### src/rtl/btn_evt_ctrl.sv
// -----------------------------------------------------------------------------
// btn_evt_ctrl
//   Front-panel button event controller. Produces the shared debounce sample
//   tick, detects rising edges on the debounced button levels, keeps one
//   pending press per button, and hands pending presses to the main FSM one at
//   a time through a valid/ready port with round-robin arbitration. A single
//   shared hold timer adds long-press auto-repeat events for the most recently
//   pressed button.
//
// Ports
//   clk          in   1              rising-edge clock
//   rst          in   1              synchronous reset, active low
//   i_btn        in   N_BTN          debounced button levels, 1 = pressed
//   o_tick       out  1              one-cycle debounce sample strobe
//   o_evt_valid  out  1              event available
//   o_evt_id     out  $clog2(N_BTN)  button index of the event
//   o_evt_long   out  1              0 = press, 1 = auto-repeat
//   i_evt_ready  in   1              consumer takes the event on valid & ready
// -----------------------------------------------------------------------------
module btn_evt_ctrl #(
    parameter int N_BTN     = 4,
    parameter int CLK_HZ    = 100_000_000,
    parameter int TICK_HZ   = 1000,
    parameter int LONG_MS   = 1000,
    parameter int REPEAT_MS = 200
) (
    input  logic                       clk,
    input  logic                       rst,
    input  logic [N_BTN-1:0]           i_btn,
    output logic                       o_tick,
    output logic                       o_evt_valid,
    output logic [$clog2(N_BTN)-1:0]   o_evt_id,
    output logic                       o_evt_long,
    input  logic                       i_evt_ready
);

    localparam int ID_W  = $clog2(N_BTN);
    localparam int DIV   = CLK_HZ / TICK_HZ;
    localparam int CNT_W = $clog2(DIV);
    localparam int T_MAX = (LONG_MS > REPEAT_MS) ? LONG_MS : REPEAT_MS;
    localparam int TMR_W = $clog2(T_MAX + 1);

    typedef enum logic [1:0] {S_IDLE, S_ARMED, S_REPEAT} hold_state_t;

    // Hold timer increments but pins at its largest value instead of wrapping.
    function automatic logic [TMR_W-1:0] sat_inc(input logic [TMR_W-1:0] v);
        if (v >= TMR_W'(T_MAX))
            return v;
        else
            return v + TMR_W'(1);
    endfunction

    logic [CNT_W-1:0] tick_cnt;
    logic [N_BTN-1:0] btn_d;
    logic [N_BTN-1:0] rise;
    logic             rise_any;
    logic [ID_W-1:0]  rise_id;
    logic [N_BTN-1:0] pend;
    logic [N_BTN-1:0] pend_long;
    logic [N_BTN-1:0] pend_n;
    logic [N_BTN-1:0] pend_long_n;
    logic [ID_W-1:0]  last_grant;
    logic [ID_W-1:0]  grant;
    logic [ID_W-1:0]  cand;
    int               idx;
    logic             grant_vld;
    logic             slot_free;
    logic             load;
    hold_state_t      state;
    logic [ID_W-1:0]  hold_id;
    logic [TMR_W-1:0] timer;
    logic [TMR_W-1:0] timer_inc;
    logic [TMR_W-1:0] thr;
    logic             held;
    logic             post;
    logic             post_ok;

    // Stage: edge detect; lowest rising index claims the hold timer
    always_comb begin
        rise     = i_btn & ~btn_d;
        rise_any = |rise;
        rise_id  = '0;
        for (int i = N_BTN - 1; i >= 0; i--) begin
            if (rise[i])
                rise_id = ID_W'(i);
        end
    end

    // Stage: round-robin grant, searching upward from the last winner
    always_comb begin
        grant     = '0;
        grant_vld = 1'b0;
        cand      = '0;
        idx       = 0;
        for (int k = 1; k <= N_BTN; k++) begin
            idx  = (int'(last_grant) + k) % N_BTN;
            cand = ID_W'(idx);
            if (!grant_vld && pend[cand]) begin
                grant     = cand;
                grant_vld = 1'b1;
            end
        end
        slot_free = !o_evt_valid || i_evt_ready;
        load      = slot_free && grant_vld;
    end

    // Stage: repeat decision; a fresh press always restarts the timer instead
    always_comb begin
        timer_inc = sat_inc(timer);
        thr       = (state == S_ARMED) ? TMR_W'(LONG_MS) : TMR_W'(REPEAT_MS);
        held      = i_btn[hold_id];
        post      = !rise_any && (state != S_IDLE) && held && o_tick
                    && (timer_inc >= thr);
        // A repeat never stacks on an event that is still waiting.
        post_ok   = post && !pend[hold_id];
    end

    // Stage: pending set update; a new rise wins over the grant clearing it
    always_comb begin
        pend_n      = pend;
        pend_long_n = pend_long;
        if (load)
            pend_n[grant] = 1'b0;
        pend_n      = pend_n | rise;
        pend_long_n = pend_long_n & ~rise;
        if (post_ok) begin
            pend_n[hold_id]      = 1'b1;
            pend_long_n[hold_id] = 1'b1;
        end
    end

    // Stage: registered state and outputs
    always_ff @(posedge clk) begin
        if (!rst) begin
            tick_cnt    <= '0;
            o_tick      <= 1'b0;
            btn_d       <= i_btn;
            pend        <= '0;
            pend_long   <= '0;
            o_evt_valid <= 1'b0;
            o_evt_id    <= '0;
            o_evt_long  <= 1'b0;
            last_grant  <= ID_W'(N_BTN - 1);
            state       <= S_IDLE;
            hold_id     <= '0;
            timer       <= '0;
        end else begin
            if (tick_cnt == CNT_W'(DIV - 1)) begin
                tick_cnt <= '0;
                o_tick   <= 1'b1;
            end else begin
                tick_cnt <= tick_cnt + CNT_W'(1);
                o_tick   <= 1'b0;
            end

            btn_d     <= i_btn;
            pend      <= pend_n;
            pend_long <= pend_long_n;

            if (slot_free) begin
                if (grant_vld) begin
                    o_evt_valid <= 1'b1;
                    o_evt_id    <= grant;
                    o_evt_long  <= pend_long[grant];
                    last_grant  <= grant;
                end else begin
                    o_evt_valid <= 1'b0;
                end
            end

            if (rise_any) begin
                state   <= S_ARMED;
                hold_id <= rise_id;
                timer   <= '0;
            end else begin
                case (state)
                    S_ARMED, S_REPEAT: begin
                        if (!held) begin
                            state <= S_IDLE;
                            timer <= '0;
                        end else if (o_tick) begin
                            if (timer_inc >= thr) begin
                                state <= S_REPEAT;
                                timer <= '0;
                            end else begin
                                timer <= timer_inc;
                            end
                        end
                    end
                    default: begin
                        state <= S_IDLE;
                    end
                endcase
            end
        end
    end

endmodule
### config.mk
export PLATFORM = sky130hd
export DESIGN_NAME = btn_evt_ctrl
export DESIGN_NICKNAME = d
export VERILOG_FILES = /design/src/rtl/btn_evt_ctrl.sv
export SDC_FILE = /design/constraint.sdc
export NUM_CORES = 1
export LEC_CHECK = 0
export ABC_CLOCK_PERIOD_IN_PS = 4700
export CORE_MARGIN = 2
export CORE_UTILIZATION = 50
export DETAILED_ROUTE_END_ITERATION = 8
export PLACE_DENSITY = 0.66
export SLEW_MARGIN = 5
export SYNTH_ARGS = -nofsm -noshare
export SYNTH_HDL_FRONTEND = slang
export SYNTH_SLANG_ARGS = --single-unit
### constraint.sdc
create_clock -name clk -period 4.7 [get_ports clk]
set_clock_uncertainty 0.2 [all_clocks]
set_input_delay 1.41 -clock clk [delete_from_list [all_inputs] [get_ports clk]]
set_output_delay 1.41 -clock clk [all_outputs]
set_load 0.1 [all_outputs]
==> results.cfg <==
[floorplan]
die-area_mm2 = 0.00557
floorplan.die.height_um = 74.6
chipWidth_um = 74.6
rows = 25
top_level_ports = 12
initial_core_util = 0.524
design.core.area_mm2 = 0.00475

[drt]
route.detailed.drc = 0
ant_nets = 0
routed_wire_length_per_instance_um = 13.2
drt-total-wl_um = 4920
detail_route.vias_per_cell = 5.45
route.vias.total = 2029
drt_first_pass_iters = 4
first_iter_violations = 135

[synth]
post_synth_inst_count = 293
post_synth_num_cell_types = 55
synth.cell_area_mm2 = 0.00249
post_synth_main_area_contributors = sky130_fd_sc_hd__dfxtp_1 40%, sky130_fd_sc_hd__nor2_1 5.4%, sky130_fd_sc_hd__ha_1 4.0%
synth_commonest_cells = 50 x sky130_fd_sc_hd__dfxtp_1, 36 x sky130_fd_sc_hd__nor2_1, 25 x sky130_fd_sc_hd__nand2_1
ffs_w_async_s_r_synth = 0
yosysWarningCount = 0
synth_top_family_by_area = simple AND/OR/NAND/NOR gates
post_syn_nets = 308
synth.top_cell.area_share = 0.401
synth_edf_count = 0
synth_top_area_cell = sky130_fd_sc_hd__dfxtp_1
synth.mux.area_fraction = 0.0221
synth.yosys.seq_area_share = 0.401
compound_gate_fraction_of_synth_area = 0.180
postSynthRegisterBits = 50
synth_xor_xnor_area_share = 0.0597
synth_ff_type = sky130_fd_sc_hd__dfxtp_1
synth_simple_gate_area_share = 0.256
synth_adder_area_share = 0.0401
synth.avg_cell_area_um2 = 8.51
synthMostInstantiatedCell = sky130_fd_sc_hd__dfxtp_1

[clock_network]
clock_tree.htree_level_count = 2
cts-root-to-sink-buffers = 2
tritoncts = built
cts_resized = 0
cts_made_buffers = 5
clock_sinks = 50
worstSkewPairLatency_ps = 300
cts_hold_repair.buffers = 0
clk_transition_reported_paths_ps = 90
ctsRootBufferMaster = sky130_fd_sc_hd__clkbuf_8
postCtsSetupBuffers = 0

[grt]
grt_use_total = 0.202
antenna_found_initial = 0
grt_pass1_vias = 1934
overflow = 0
grt_first_pass_wirelength_um = 8760
grt_max_degree = 16

[worst_setup_path]
crit_path_max_incr_delay_ps = 1150
worstSetupPathType = flip-flop to primary output
setup.worst_path.start_class = flip-flop
cp_top_family = buffers and inverters
path_max_fanout = 4
cp_data_required_time_ps = 3090
crit_buf_inv = 1
data_arrival_time_of_the_worst_path_ps = 1830
cp-end-kind = primary output
cpMaxStageDelayCell = sky130_fd_sc_hd__clkdlybuf4s50_1
critical_path_cell_by_cell = clkdlybuf4s50_1

[timing]
timing.final.max_slew_violations = 0
final_period_minus_worst_setup_slack_ps = 3440
hold_violations = 0
rsz0062_at_grt = false
worst_slew_margin_rel = 0.331
fin_hold_ws_ps = 262
fmax_mhz = 291
worst_slew_pin_slew_ps = 1000
setup_violations = 0
fin_ws_ps = 1260
final.period_utilization = 0.731
finalSetupTns_ps = 0

[place]
placement.io_buffers = 11
dp_worst_setup_slack_ps = 1010
place_inst = 364
hpwlAfterDp_um = 3590
gp_routability_congestion = 0.821

[finish]
multi_input_area_mm2 = 0.00139
n_fill_cell = 455
final_layout_size_suffix_gt1_frac = 0.0787
fin_cells = 372
sequential_cell_area_mm2 = 0.00100
finalNetCount = 319
syn_to_final_growth_pct = 10.5
antenna_cells_inserted = 0

[power]
p_comb_frac = 0.127
p_leak_nw = 1.06
power_switching_uw = 227
internal_power_uw = 610
worst_ir_drop_vdd_v = 0.000210
switching_share = 0.271
seqPwrFrac = 0.541
design_power_total_uw = 837
part_of_the_power_in_the_clock_network = 0.332
power.density_cell_area_mw_per_mm2 = 304

[worst_hold_path]
hp-class = flip-flop to flip-flop

[job]
drv_cap = 0

[outcome]
outcome = finished clean
registers in the layout, indices dropped and copies added (netlist names):
register	count
btn_d	4
hold_id	2
last_grant	2
o_evt_id	2
o_evt_long	1
o_evt_valid	1
o_tick	1
pend	4
pend_long	4
state	2
tick_cnt	17
timer	10
power by group through the flow:
stage                     Combinational, mW  Sequential (mW)  Clock [mW]
after floorplan                      0.0581            0.480           0
after global placement                0.104            0.463           0
after detailed placement              0.106            0.462           0
after CTS                             0.106            0.452       0.284
after global routing                  0.118            0.455       0.299
final                                 0.106            0.452       0.278
through the flow:
step	instance area (um2)	util
floorplan	2490	-
global placement	2650	0.558
detailed placement	2650	0.558
CTS	2760	0.580
global route	2760	0.580
finish	2760	0.580
layout by cell type (no fill, tap or decap), drive strengths merged, types with 2 or more instances in the layout:
master | netlist | routed
nor3 | 9 | 9
xor2 | 11 | 11
o21bai | 2 | 2
a211o | 2 | 2
and3 | 8 | 8
mux2 | 2 | 2
inv | 15 | 15
nor2b | 3 | 3
dfxtp | 50 | 50
and2 | 2 | 2
nor4 | 5 | 5
ha | 8 | 8
o31ai | 3 | 3
a21o | 7 | 7
xnor2 | 6 | 6
clkdlybuf4s50 | 0 | 11
nand2b | 6 | 6
a32o | 5 | 5
o21ai | 15 | 15
clkbuf | 3 | 7
a211oi | 2 | 2
or3 | 4 | 4
a21oi | 15 | 15
nand4 | 7 | 7
a31o | 4 | 4
nand3 | 13 | 13
nand2 | 25 | 25
nor2 | 37 | 37
a31oi | 2 | 2
or2 | 2 | 2
logic make-up (layout without fill, tap and decap cells):
kind of cell / count (synthesis) / after routing
AO/OA/AOI/OAI: 64 / 64
XOR/XNOR: 17 / 17
flip-flops: 50 / 50
buffers and inverters: 23 / 35
multiplexers: 4 / 4
AND/OR/NAND/NOR: 127 / 127
adder cells (fa/ha/maj): 8 / 8
layout make-up:
type	count	area share
Inverter	15	0.0204
Multi-Input combinational cell	220	0.505
Clock inverter	1	0.00318
Sequential cell	50	0.363
Clock buffer	7	0.0350
Tap cell	67	0.0304
Timing Repair Buffer	12	0.0427
final timing paths:
| kind | startpoint | to | slack [ps] | cells after the start |
|---|---|---|---|---|
| hold reg to reg | o_evt_id[1] | o_evt_id[1] | 260 | 2 |
| hold / removal | o_evt_id[1] | o_evt_id[1] | 260 | 2 |
| setup / recovery | o_evt_valid | o_evt_valid | 1260 | 1 |
| setup reg to reg | timer[1] | state[0] | 1560 | 11 |
routing by layer:
| metal | part of all wire | global-route usage |
|---|---|---|
| met5 | 0 | 0 |
| met2 | 0.42 | 0.303 |
| met3 | 0.044 | 0.0388 |
| met1 | 0.52 | 0.290 |
| met4 | 0.016 | 0.0754 |
Note: power is estimated with default switching activity, not from simulation.
